## src/rtl/snake_pkg.sv

```systemverilog
// Shared definitions for the snake game frame scheduler: FSM encoding and default sizing.
package snake_pkg;

   typedef enum logic {
      IDLE = 1'b0,
      RUN  = 1'b1
   } sched_state_e;

   localparam int ADDR_W_DEF          = 10;
   localparam int DIV_W_DEF           = 6;
   localparam int FRAMES_PER_TICK_DEF = 6;

endpackage

```

## src/rtl/frame_divider.sv

```systemverilog
// Detects the first cycle of vertical blanking and divides frames down to game ticks.
module frame_divider
   import snake_pkg::*;
#(
   parameter int DIV_W           = DIV_W_DEF,
   parameter int FRAMES_PER_TICK = FRAMES_PER_TICK_DEF
) (
   input  logic             clk,
   input  logic             reset,
   input  logic             v_disp,
   input  logic             pause,
   input  logic [DIV_W-1:0] speed,
   output logic             v_disp_q,
   output logic             tick
);

   logic [DIV_W-1:0] div_cnt;
   logic [DIV_W-1:0] reload;
   logic             frame_edge;

   assign frame_edge = v_disp_q & ~v_disp;
   assign reload     = (speed == '0) ? DIV_W'(FRAMES_PER_TICK) : speed;
   assign tick       = frame_edge & ~pause & (div_cnt == '0);

   // speed only matters at the reload point, so a mid-count change waits for the next tick
   always_ff @(posedge clk or negedge reset) begin
      if (!reset) begin
         v_disp_q <= 1'b0;
         div_cnt  <= '0;
      end else begin
         v_disp_q <= v_disp;
         if (frame_edge && !pause) begin
            if (div_cnt == '0) begin
               div_cnt <= reload - DIV_W'(1);
            end else begin
               div_cnt <= div_cnt - DIV_W'(1);
            end
         end
      end
   end

endmodule

```

## src/rtl/frame_scheduler.sv

```systemverilog
// Issues snake update requests once per game tick and arbitrates the board RAM port.
// Optional frame counter enabled by defining FRAME_COUNTER_EN.
module frame_scheduler
   import snake_pkg::*;
#(
   parameter int FRAMES_PER_TICK = FRAMES_PER_TICK_DEF,
   parameter int DIV_W           = DIV_W_DEF,
   parameter int ADDR_W          = ADDR_W_DEF
) (
   input  logic              clk,
   input  logic              reset,
   input  logic              v_disp,
   input  logic              h_disp,
   input  logic              pause,
   input  logic [DIV_W-1:0]  speed,
   output logic              upd_req,
   input  logic              upd_done,
   input  logic              upd_mem_req,
   input  logic              upd_mem_we,
   input  logic [ADDR_W-1:0] upd_mem_addr,
   input  logic              ren_mem_req,
   input  logic [ADDR_W-1:0] ren_mem_addr,
   output logic              upd_mem_gnt,
   output logic              ren_mem_gnt,
   output logic [ADDR_W-1:0] mem_addr,
   output logic              mem_we,
   output logic [7:0]        tick_cnt,
   output logic              overrun,
   output logic [15:0]       frame_cnt
);

   sched_state_e state;
   sched_state_e state_nxt;
   logic         v_disp_q;
   logic         tick;
   logic         v_rise;
   logic         tick_accept;
   logic         overrun_set;
   logic         active;

   frame_divider #(
      .DIV_W           (DIV_W),
      .FRAMES_PER_TICK (FRAMES_PER_TICK)
   ) u_divider (
      .clk      (clk),
      .reset    (reset),
      .v_disp   (v_disp),
      .pause    (pause),
      .speed    (speed),
      .v_disp_q (v_disp_q),
      .tick     (tick)
   );

   assign v_rise = ~v_disp_q & v_disp;

   // A tick that lands while an update is still running is dropped and flagged
   always_comb begin
      state_nxt   = state;
      tick_accept = 1'b0;
      overrun_set = 1'b0;
      case (state)
         IDLE: begin
            if (tick) begin
               state_nxt   = RUN;
               tick_accept = 1'b1;
            end
         end
         RUN: begin
            if (upd_done) begin
               state_nxt = IDLE;
            end
            if (tick || v_rise) begin
               overrun_set = 1'b1;
            end
         end
      endcase
   end

   always_ff @(posedge clk or negedge reset) begin
      if (!reset) begin
         state    <= IDLE;
         tick_cnt <= '0;
         overrun  <= 1'b0;
      end else begin
         state <= state_nxt;
         if (tick_accept) begin
            tick_cnt <= tick_cnt + 8'd1;
         end
         if (overrun_set) begin
            overrun <= 1'b1;
         end
      end
   end

   assign upd_req = (state == RUN);

   // Renderer owns the RAM while pixels are on screen; the engine owns it during blanking
   assign active = v_disp & h_disp;

   always_comb begin
      upd_mem_gnt = 1'b0;
      ren_mem_gnt = 1'b0;
      if (active) begin
         ren_mem_gnt = ren_mem_req;
         upd_mem_gnt = upd_mem_req & ~ren_mem_req;
      end else begin
         upd_mem_gnt = upd_mem_req;
         ren_mem_gnt = ren_mem_req & ~upd_mem_req;
      end
   end

   assign mem_addr = upd_mem_gnt ? upd_mem_addr : ren_mem_addr;
   assign mem_we   = upd_mem_gnt & upd_mem_we;

`ifdef FRAME_COUNTER_EN
   // Counts every blanking start, paused or not
   always_ff @(posedge clk or negedge reset) begin
      if (!reset) begin
         frame_cnt <= '0;
      end else if (v_disp_q && !v_disp) begin
         frame_cnt <= frame_cnt + 16'd1;
      end
   end
`else
   assign frame_cnt = '0;
`endif

endmodule
```

## config.mk

```make
export PLATFORM = sky130hd
export DESIGN_NAME = frame_scheduler
export DESIGN_NICKNAME = d
export VERILOG_FILES = /design/src/rtl/snake_pkg.sv /design/src/rtl/frame_divider.sv /design/src/rtl/frame_scheduler.sv
export SDC_FILE = /design/constraint.sdc
export NUM_CORES = 1
export LEC_CHECK = 0
export BUFFER_PORTS_ARGS = -buffer_cell sky130_fd_sc_hd__buf_4
export CORE_ASPECT_RATIO = 0.9
export CORE_UTILIZATION = 35
export DETAILED_ROUTE_END_ITERATION = 16
export PLACE_DENSITY = 0.66
export SETUP_SLACK_MARGIN = 0.02
export SLEW_MARGIN = 0
export SYNTH_ARGS = -nofsm -noshare
export SYNTH_HDL_FRONTEND = slang
export SYNTH_HIERARCHICAL = 1
export SYNTH_SLANG_ARGS = --single-unit
```

## constraint.sdc

```tcl
create_clock -name clk -period 4.6 [get_ports clk]
set_input_delay 0.23 -clock clk [delete_from_list [all_inputs] [get_ports clk]]
set_output_delay 0.23 -clock clk [all_outputs]
set_load 0.01 [all_outputs]
```

; Word level (Yosys, flattened, before mapping)
; Cells that the tools add are included.
[totals]
latchBits = 0
rom_bits = 0
input_bits = 35
reg_bits = 17
n_memories = 0
word_cells = 38
output_inout_bits = 39
mem_bits_rw = 0
[op_classes]
n_mul = 0
n_addsub = 3
bitwise = 14
n_reduce_logical = 5
muxes = 11
eq_ne = 0
order_cmp = 0
div = 0
shifts = 0
[op_table]
columns = cell, count
row1 = zero test 6 bit, 2
row2 = 2-to-1 mux 6 bit, 2
row3 = subtractor 6 x 1 -> 6 bit (second input constant), 2
row4 = 2-to-1 mux 10 bit, 1
row5 = adder 8 x 1 -> 8 bit (second input constant), 1
row6 = AND 1 bit, 8
row7 = 2-to-1 mux 1 bit, 7
row8 = inverter 1 bit, 6
row9 = case mux 1 bit (2 select lines), 1
row10 = logical AND 1 bit, 1
row11 = zero test 1 bit, 1
row12 = logical OR 1 bit, 1

; Longest topological paths before layout
; Gate-level depths: netlist (run 1).
[depth]
ltp_word = 7
depth_mapped = 8
depth_no_buf = 8

; By module
; The synthesis (run 1) kept the hierarchy.
[by_module_without_submodules]
columns = mod, cells_each, seq_area_each_um2, instances, area_each_um2
row1 = frame_scheduler, 70, 250.2, 1, 728.2
row2 = frame_divider, 56, 175.2, 1, 489.2

; Worst setup path before layout (run 1)
; No wires, ideal clock.
[synth_path]
kind = register to register
startpoint = register u_divider.div_cnt[3]
endpoint = register u_divider.div_cnt[2]
setup_slack_ps = 2824
n_path_buf = 0
path_stages_with_launch = 7
arrival_time_ps = 1708
setup_ps = 69
cell_sequence = dfrtp_1 nor3_4 and2_2 a21oi_1 ha_1 or4_1 nand3_1
[synth_via]
elab_chain_cells = 2
[synth_lines]
columns = element, line
row1 = "start, declared", frame_divider.sv:17  ; logic [DIV_W-1:0] div_cnt;
row2 = "start signal, assigned", frame_divider.sv:34  ; div_cnt <= reload - DIV_W'(1);
row3 = "start signal, assigned", frame_divider.sv:36  ; div_cnt <= div_cnt - DIV_W'(1);
row4 = zero test 6 bit, frame_divider.sv:33  ; if (div_cnt == '0) begin
row5 = 2-to-1 mux 6 bit, frame_divider.sv:33
; Every way passes these cells.
; A chain may end at the register's enable or synchronous reset.

; Final worst setup path (run 1)
[layout_path]
startpoint = register u_divider.div_cnt[2]
endpoint = register u_divider.div_cnt[2]
[layout_via]
elab_chain_cells = 2
elab_cells_between_ends = 3
[layout_lines]
columns = element, line
row1 = subtractor 6 x 1 -> 6 bit or zero test 6 bit (tied branches), "frame_divider.sv:36, frame_divider.sv:33"
row2 = 2-to-1 mux 6 bit *, frame_divider.sv:33
; Mark *: on every way between the ends. The rest lies on a longest branch, timed or not.

==> metrics, run 1 <==
crit-path max cell delay 540 ps; TritonCTS buffer count 3; Ports 74; ys async rst share 1.00; reg2reg end u_divider/div_cnt[2]; die width 64.2 microns; dpl cells 223; Cells after Synth 126; CTS max path bufs 2; Mapped Avg Cell Area 9.66 sq um; vias per cell 4.68; vias in the first global route 988; total track usage 0.146; GRT overflow 0; Die Ht 58.0 microns; nets 224; Post-synth EDFFs 0; Antenna Violating Nets Remaining 0; drt total wl 2750 microns; Area Overhead vs Synth 37.9%; clock network fraction of design power 0.200; count leader, synth dfrtp_1; Comb pwr share 0.363; clk_lat worst skew 250 ps; clk_skew 1.93 ps; global placement routability congestion 0.878; Root Buffer clkbuf_8; Post-synth top flop dfrtp_1; per-cell routed wire length 12.0 microns; Synthesis Warnings 6; startpoint types register; Area contributors post-synth dfrtp_1 35%, mux2_2 12%, buf_4 9.9%, nor2_1 4.0%, xor2_1 3.6%; cell-internal power 352 uW; final period utilization 0.420; Max Fclk 518 MHz; final hold violation count 0; antenna violations before repair 0; Detailed Routing Iterations Pass 1 4; WP data required 4780 ps; dpl hpwl 2230 microns; Reg2Reg Depth 6; layout cell share with drive strength beyond 1 0.446; Final min period 1930 ps; Seq/Total Area, Yosys 0.349; Residual DRC 0; CTS tree built; Hold Crit Start v_disp; Starting DRT DRC Count 29; worst path cell trace nor3_4, and2_2, a21oi_1, ha_1, or4_1, nand3_1; type of the worst setup path register to register; n_diodes 0; top cell type by total area after synthesis dfrtp_1; RR Startpoint u_divider/div_cnt[2]; H-tree depth 1; RSZ-0062 raised after global routing false; post-layout util 0.527; Setup-failing EPs final 0; total of max-cap violations 0; Seq cells post-synth 17; sw frac 0.358; CP Capture Type register; global-route wire length before repair 4370 microns; crit path DAT 2120 ps; PwrDens 327 nW/um^2; max-slew violation count 0; WHS Endpoint u_divider/v_disp_q; I/O Buffers 57; Core ar. 3190 sq um; Clock Sinks 17; Post-Syn Area 1220 sq um; top cell type's share of synthesized area 0.349; vias post-DR 1066; Starting Density 0.382; final cell count without fillers 228; CP max stage cell or4_1; status finished clean; sequential share of power 0.437; Pleak 0.850 nW; CTS-repair resized insts 0; worst vdd rail ir drop 230 uV; net switching power figure 196 uW; Worst-path clk slew 70 ps; setup TNS 0 ps; worst reg2reg setup slack 2670 ps; Hold Slack 153 ps; Cell variety after synth 37; overall power 549 uW; most frequent cells after synthesis 17 x dfrtp_1, 16 x buf_4, 13 x mux2_2, 13 x nor2_1, 10 x nand2_1; largest net degree at the start of global routing 18; row cnt 19; Cells on Worst Hold Path 1; Hold WC Path Type primary input to register; die area 3720 sq um; Max FO, Critical Path 5
==> what timing repair did <==
item	in CTS	in global routing
hold buffers	1	0
buffers inserted	0	0
endpoints found under the hold margin	17	0
==> worst max-delay path by stage <==
stage	cells past startpoint	slack [ps]	endpoint	from
after floorplan	6	2820	u_divider/div_cnt[2]	u_divider/div_cnt[3]
after global placement	6	2730	u_divider/div_cnt[2]	u_divider/div_cnt[2]
after detailed placement	6	2690	u_divider/div_cnt[2]	u_divider/div_cnt[2]
after CTS	6	2660	u_divider/div_cnt[2]	u_divider/div_cnt[2]
after global routing	6	2550	u_divider/div_cnt[2]	u_divider/div_cnt[2]
final	6	2670	u_divider/div_cnt[2]	u_divider/div_cnt[2]
==> placed cells by master (no fill, tap or decap), types with 3 or more instances in the layout <==
cell type  synthesis  layout
xor2_1             5       5
conb_1             1      16
nand2_1           10      10
nor2_1            13      13
inv_1              4       4
dfrtp_1           17      17
mux2_2            13      13
nand3_1            6       6
nor3_1             4       4
clkbuf_8           0       3
a21oi_1            7       7
buf_4             16      57
==> metrics by stage <==
stage	setup slack (ps)	area, sq um
floorplan	2820	1270
global placement	2730	1620
detailed placement	2690	1620
CTS	2660	1680
global route	2550	1680
finish	2670	1680
==> sequential cells by signal, indices dropped and copies added, names as in the netlist <==
| register | flops |
|---|---|
| tick_cnt | 8 |
| u_divider/div_cnt | 6 |
| upd_req | 1 |
| overrun | 1 |
| u_divider/v_disp_q | 1 |
==> cell families (layout without fill, tap and decap cells) <==
| family | after synthesis | count (layout) | share of synthesized area |
|---|---|---|---|
| buffers and inverters | 21 | 66 | 0.120 |
| adders and majority gates | 2 | 2 | 0.0206 |
| and+or+nand+nor | 49 | 49 | 0.250 |
| DFF | 17 | 17 | 0.349 |
| xor gates and xnor gates | 7 | 7 | 0.0504 |
| AOI/OAI and AO/OA | 15 | 15 | 0.0781 |
| muxes | 14 | 14 | 0.128 |
| other | 1 | 16 | 0.00308 |
==> power by group through the flow <==
stage               Clock (mW)  Combinational [mW]  Sequential [mW]
floorplan                    0               0.126            0.239
global placement             0               0.196            0.241
detailed placement           0               0.199            0.242
CTS                      0.113               0.201            0.240
global route             0.121               0.221            0.247
finish                   0.110               0.199            0.240
==> metal layers <==
layer  GRT usage  routed length (microns)  part of all wire  vias to the layer above
li1            -                        -                 -                      526
met4      0.0222                        0                 0                        0
met3      0.0256                      123             0.045                        0
met2       0.249                     1380              0.50                       36
met5           0                        0                 0                        -
met1       0.200                     1240              0.45                      504
==> worst max-delay path, delay by kind of cell (launching register included) <==
family,cells,cell delay [ps]
AND/OR/NAND/NOR,4,1080
adder cells (fa/ha/maj),1,250
AO/OA/AOI/OAI,1,90
flip-flops,1,450
==> final cells by class <==
type | instances | area (sq um)
Clock inverter | 1 | 5.00
Inverter | 4 | 15.0
Multi-Input combinational cell | 103 | 702
Fill cell | 297 | 1510
Tap cell | 42 | 52.6
Clock buffer | 3 | 41.3
Timing Repair Buffer | 58 | 438
Sequential cell | 17 | 425
Note: power is estimated with default switching activity, not from simulation.
==> run 2, diff against run 1 <==
--- a/config.mk
+++ b/config.mk
@@ -5,11 +5,12 @@
 export SDC_FILE = /design/constraint.sdc
 export NUM_CORES = 1
 export LEC_CHECK = 0
+export ABC_AREA = 1
 export BUFFER_PORTS_ARGS = -buffer_cell sky130_fd_sc_hd__buf_4
 export CORE_ASPECT_RATIO = 0.9
 export CORE_UTILIZATION = 35
 export DETAILED_ROUTE_END_ITERATION = 16
-export PLACE_DENSITY = 0.66
+export PLACE_DENSITY = 0.68
 export SETUP_SLACK_MARGIN = 0.02
 export SLEW_MARGIN = 0
 export SYNTH_ARGS = -nofsm -noshare
==> constraint.sdc (replaced) <==
create_clock -name clk -period 1.6 [get_ports clk]
set_input_delay 0.08 -clock clk [delete_from_list [all_inputs] [get_ports clk]]
set_output_delay 0.08 -clock clk [all_outputs]
set_load 0.01 [all_outputs]
==> run 2 against run 1 <==
Global-route usage is 0.53 points lower. Area after synthesis is 2.6% higher. Highest routed layer is now met4. Clock skew hardly changed. Combinational power grew to 3.8 times the previous value. Sequential share of layout area is 1.3 points lower. Worst setup slack worse by 2600 ps. Largest cell class unchanged. Critical path depth is 5 higher. Routed wire length is 4.9% lower. Via count is 7.4% higher.
==> metrics, run 2 <==
Post-Syn Area 1250 sq um (+2.6%); top cell type by total area after synthesis dfrtp_1; Max FO, Critical Path 5 (unchanged); PwrDens 946 nW/um^2 (+190%); Hold Slack 34.1 ps (-118 ps); Starting DRT DRC Count 31 (+6.9%); top cell type's share of synthesized area 0.341 (-0.00875); post-synthesis compound-gate area fraction 0.0551 (-0.0230); total of max-cap violations 0 (unchanged); clk_lat worst skew 240 ps (about the same); leading cell type in the layout, fill and taps excluded buf_4; Antenna Violating Nets Remaining 0 (unchanged); vias post-DR 1145 (+7.4%); total track usage 0.141 (-0.00529); Mapped Avg Cell Area 7.30 sq um (-24%); Post-synth top flop dfrtp_1; mux cell area share after synthesis 0.00902 (-0.119); Hold WC Path Type primary input to register; count leader, synth nand2_1; max FFs per register 8 (unchanged); nets 274 (+22%); die area 3810 sq um (+2.5%); drt total wl 2610 microns (-4.9%); per-cell routed wire length 9.33 microns (-23%); Seq cells post-synth 17 (unchanged); Pleak 1.02 nW (+20%); CTS max path bufs 2 (unchanged); final period utilization 0.946 (+0.527); max-slew violation count 0 (unchanged); Max Fclk 661 MHz (+28%); global placement routability congestion 0.781 (-11%); Area contributors post-synth dfrtp_1 34%, nand2_1 18%, buf_4 10%, inv_1 5.4%, nand3_1 2.8%; worst vdd rail ir drop 653 uV (+180%); global-route wire length before repair 4140 microns (-5.3%); crit path DAT 1650 ps (-470 ps); RSZ-0062 raised after global routing true; TritonCTS buffer count 3 (unchanged); dpl hpwl 2130 microns (-4.5%); ys async rst share 1.00 (unchanged); most frequent cells in the layout 62 x buf_4, 59 x nand2_1, 18 x inv_1, 17 x dfrtp_1, 16 x conb_1; Final min period 1510 ps (-416 ps); vias in the first global route 941 (-4.8%); Setup-failing EPs final 0 (unchanged); status finished clean; CP Capture Type register; Worst-path clk slew 60 ps (about the same); Seq/Total Area, Yosys 0.341 (-0.00875); H-tree depth 1 (unchanged); Root Buffer clkbuf_8; Detailed Routing Iterations Pass 1 4 (unchanged); largest net degree at the start of global routing 18 (unchanged); final hold violation count 0 (unchanged); overall power 1.67 mW (+200%); biggest regs tick_cnt: 8 flops, u_divider/div_cnt: 6 flops; type of the worst setup path register to register; Cells after Synth 171 (+36%); row cnt 20 (+1); Area Overhead vs Synth 41.5%; CTS tree built; startpoint types register; Reg2Reg Depth 11 (+5); post-place setup slack 83.0 ps (-2600 ps); Cells on Worst Hold Path 2 (+1); Residual DRC 0 (unchanged); Ports 74 (unchanged); Clock Sinks 17 (unchanged); fraction of synthesized cell area in xor and xnor cells 0.0421 (-0.00828); Synth Area in Simple Gates 0.350 (+0.100); Adder-Cell Fraction of Synth Area 0.0200 (-0.000515); setup TNS 0 ps (unchanged); Synthesis Warnings 6 (unchanged); WP data required 1740 ps (-3040 ps); # fillers 321 (+8.1%); most frequent cells after synthesis 59 x nand2_1, 18 x inv_1, 17 x buf_4, 17 x dfrtp_1, 9 x nor2_1; die width 65.0 microns (+1.2%); layout cell share with drive strength beyond 1 0.377 (-0.0691); final worst slack 86.0 ps (-2580 ps); clk_skew 2.13 ps (+0.197 ps); antenna violations before repair 0 (unchanged); n_diodes 0 (unchanged); GRT overflow 0 (unchanged); Post-synth EDFFs 0 (unchanged); Top reg by flops tick_cnt; Starting Density 0.367 (-0.0153); I/O Buffers 57 (unchanged); largest family of logic cells by synthesized area simple AND/OR/NAND/NOR gates; Cell variety after synth 27 (-27%); Die Ht 58.7 microns (+1.2%); vias per cell 4.09 (-13%); Core ar. 3400 sq um (+6.8%); post-layout util 0.519 (-0.00798)
[run 2: changes by cell type in the layout (fill, tap and decap cells not counted), moves of 4 or more]
cell	previous run	this run
nor2_1	13	9
inv_2	0	5
nor3_1	4	0
inv_1	4	18
mux2_2	13	1
a21oi_1	7	3
nand2_1	10	59
buf_4	57	62
[run 2: cell families (layout without fill, tap and decap cells)]
kind of cell / count (synthesis) / after routing
multiplexers: 1 / 1
buffers and inverters: 41 / 91
AND/OR/NAND/NOR: 91 / 91
flip-flops: 17 / 17
XOR/XNOR: 6 / 6
other: 1 / 16
AO/OA/AOI/OAI: 12 / 12
adder cells (fa/ha/maj): 2 / 2
[run 2: what timing repair did]
item | 4_1_cts | 5_1_grt
hold buffers | 2 | 0
gates resized for setup | 0 | 3
endpoints found under the hold margin | 18 | 0
endpoints found under the setup margin | 0 | 5
setup buffers | 0 | 2
[run 2: final timing paths]
check                                          start              endpoint  slack [ps]
worst min register to register               overrun               overrun         500
max in group asynchronous                      reset           tick_cnt[3]        1180
worst max register to register  u_divider/div_cnt[2]  u_divider/div_cnt[3]          90
worst min-delay path                        upd_done               upd_req          30
min in group asynchronous                      reset           tick_cnt[6]         230
worst max-delay path            u_divider/div_cnt[2]  u_divider/div_cnt[3]          90
[run 2: report_power, final]
part | switching (mW) | internal [mW] | total (mW) | leakage [nW]
registers | 0.0785 | 0.522 | 0.600 | 0.210
logic | 0.407 | 0.358 | 0.765 | 0.783
clock network | 0.131 | 0.176 | 0.307 | 0.0228
total | 0.616 | 1.06 | 1.67 | 1.02
[run 2: layer usage]
layer / up-vias / routed length (microns) / track usage
met5: - / 0 / 0
met4: 0 / 12 / 0.0317
met3: 2 / 130 / 0.0368
met2: 36 / 1280 / 0.220
met1: 487 / 1190 / 0.195
li1: 620 / - / -
[run 2: final cells by class]
cell class                 instances  area [sq um]  area share
clock buffer                       4          45.0      0.0255
tap                               44          55.1      0.0312
multi-input combinational        128           669       0.379
sequential                        17           425       0.241
inverter                          23          86.3      0.0489
timing repair buffer              64           485       0.275
[run 2: worst max-delay path, stage by stage (launching register included)]
cell and delay (ps):
dfrtp_1 390, nor2_2 150, nand2_2 100, nor2_8 140
buf_4 120, nand3_2 60, nand2_2 130, nand3_1 100
nand2_1 70, nand2_1 50, nand2_1 50, nand2_1 50
[run 2: stage by stage]
| step | area [sq um] | std cells |
|---|---|---|
| after floorplan | 1310 | 186 |
| after global placement | 1670 | 272 |
| after detailed placement | 1670 | 272 |
| after CTS | 1740 | 278 |
| after global routing | 1770 | 280 |
| final | 1770 | 280 |
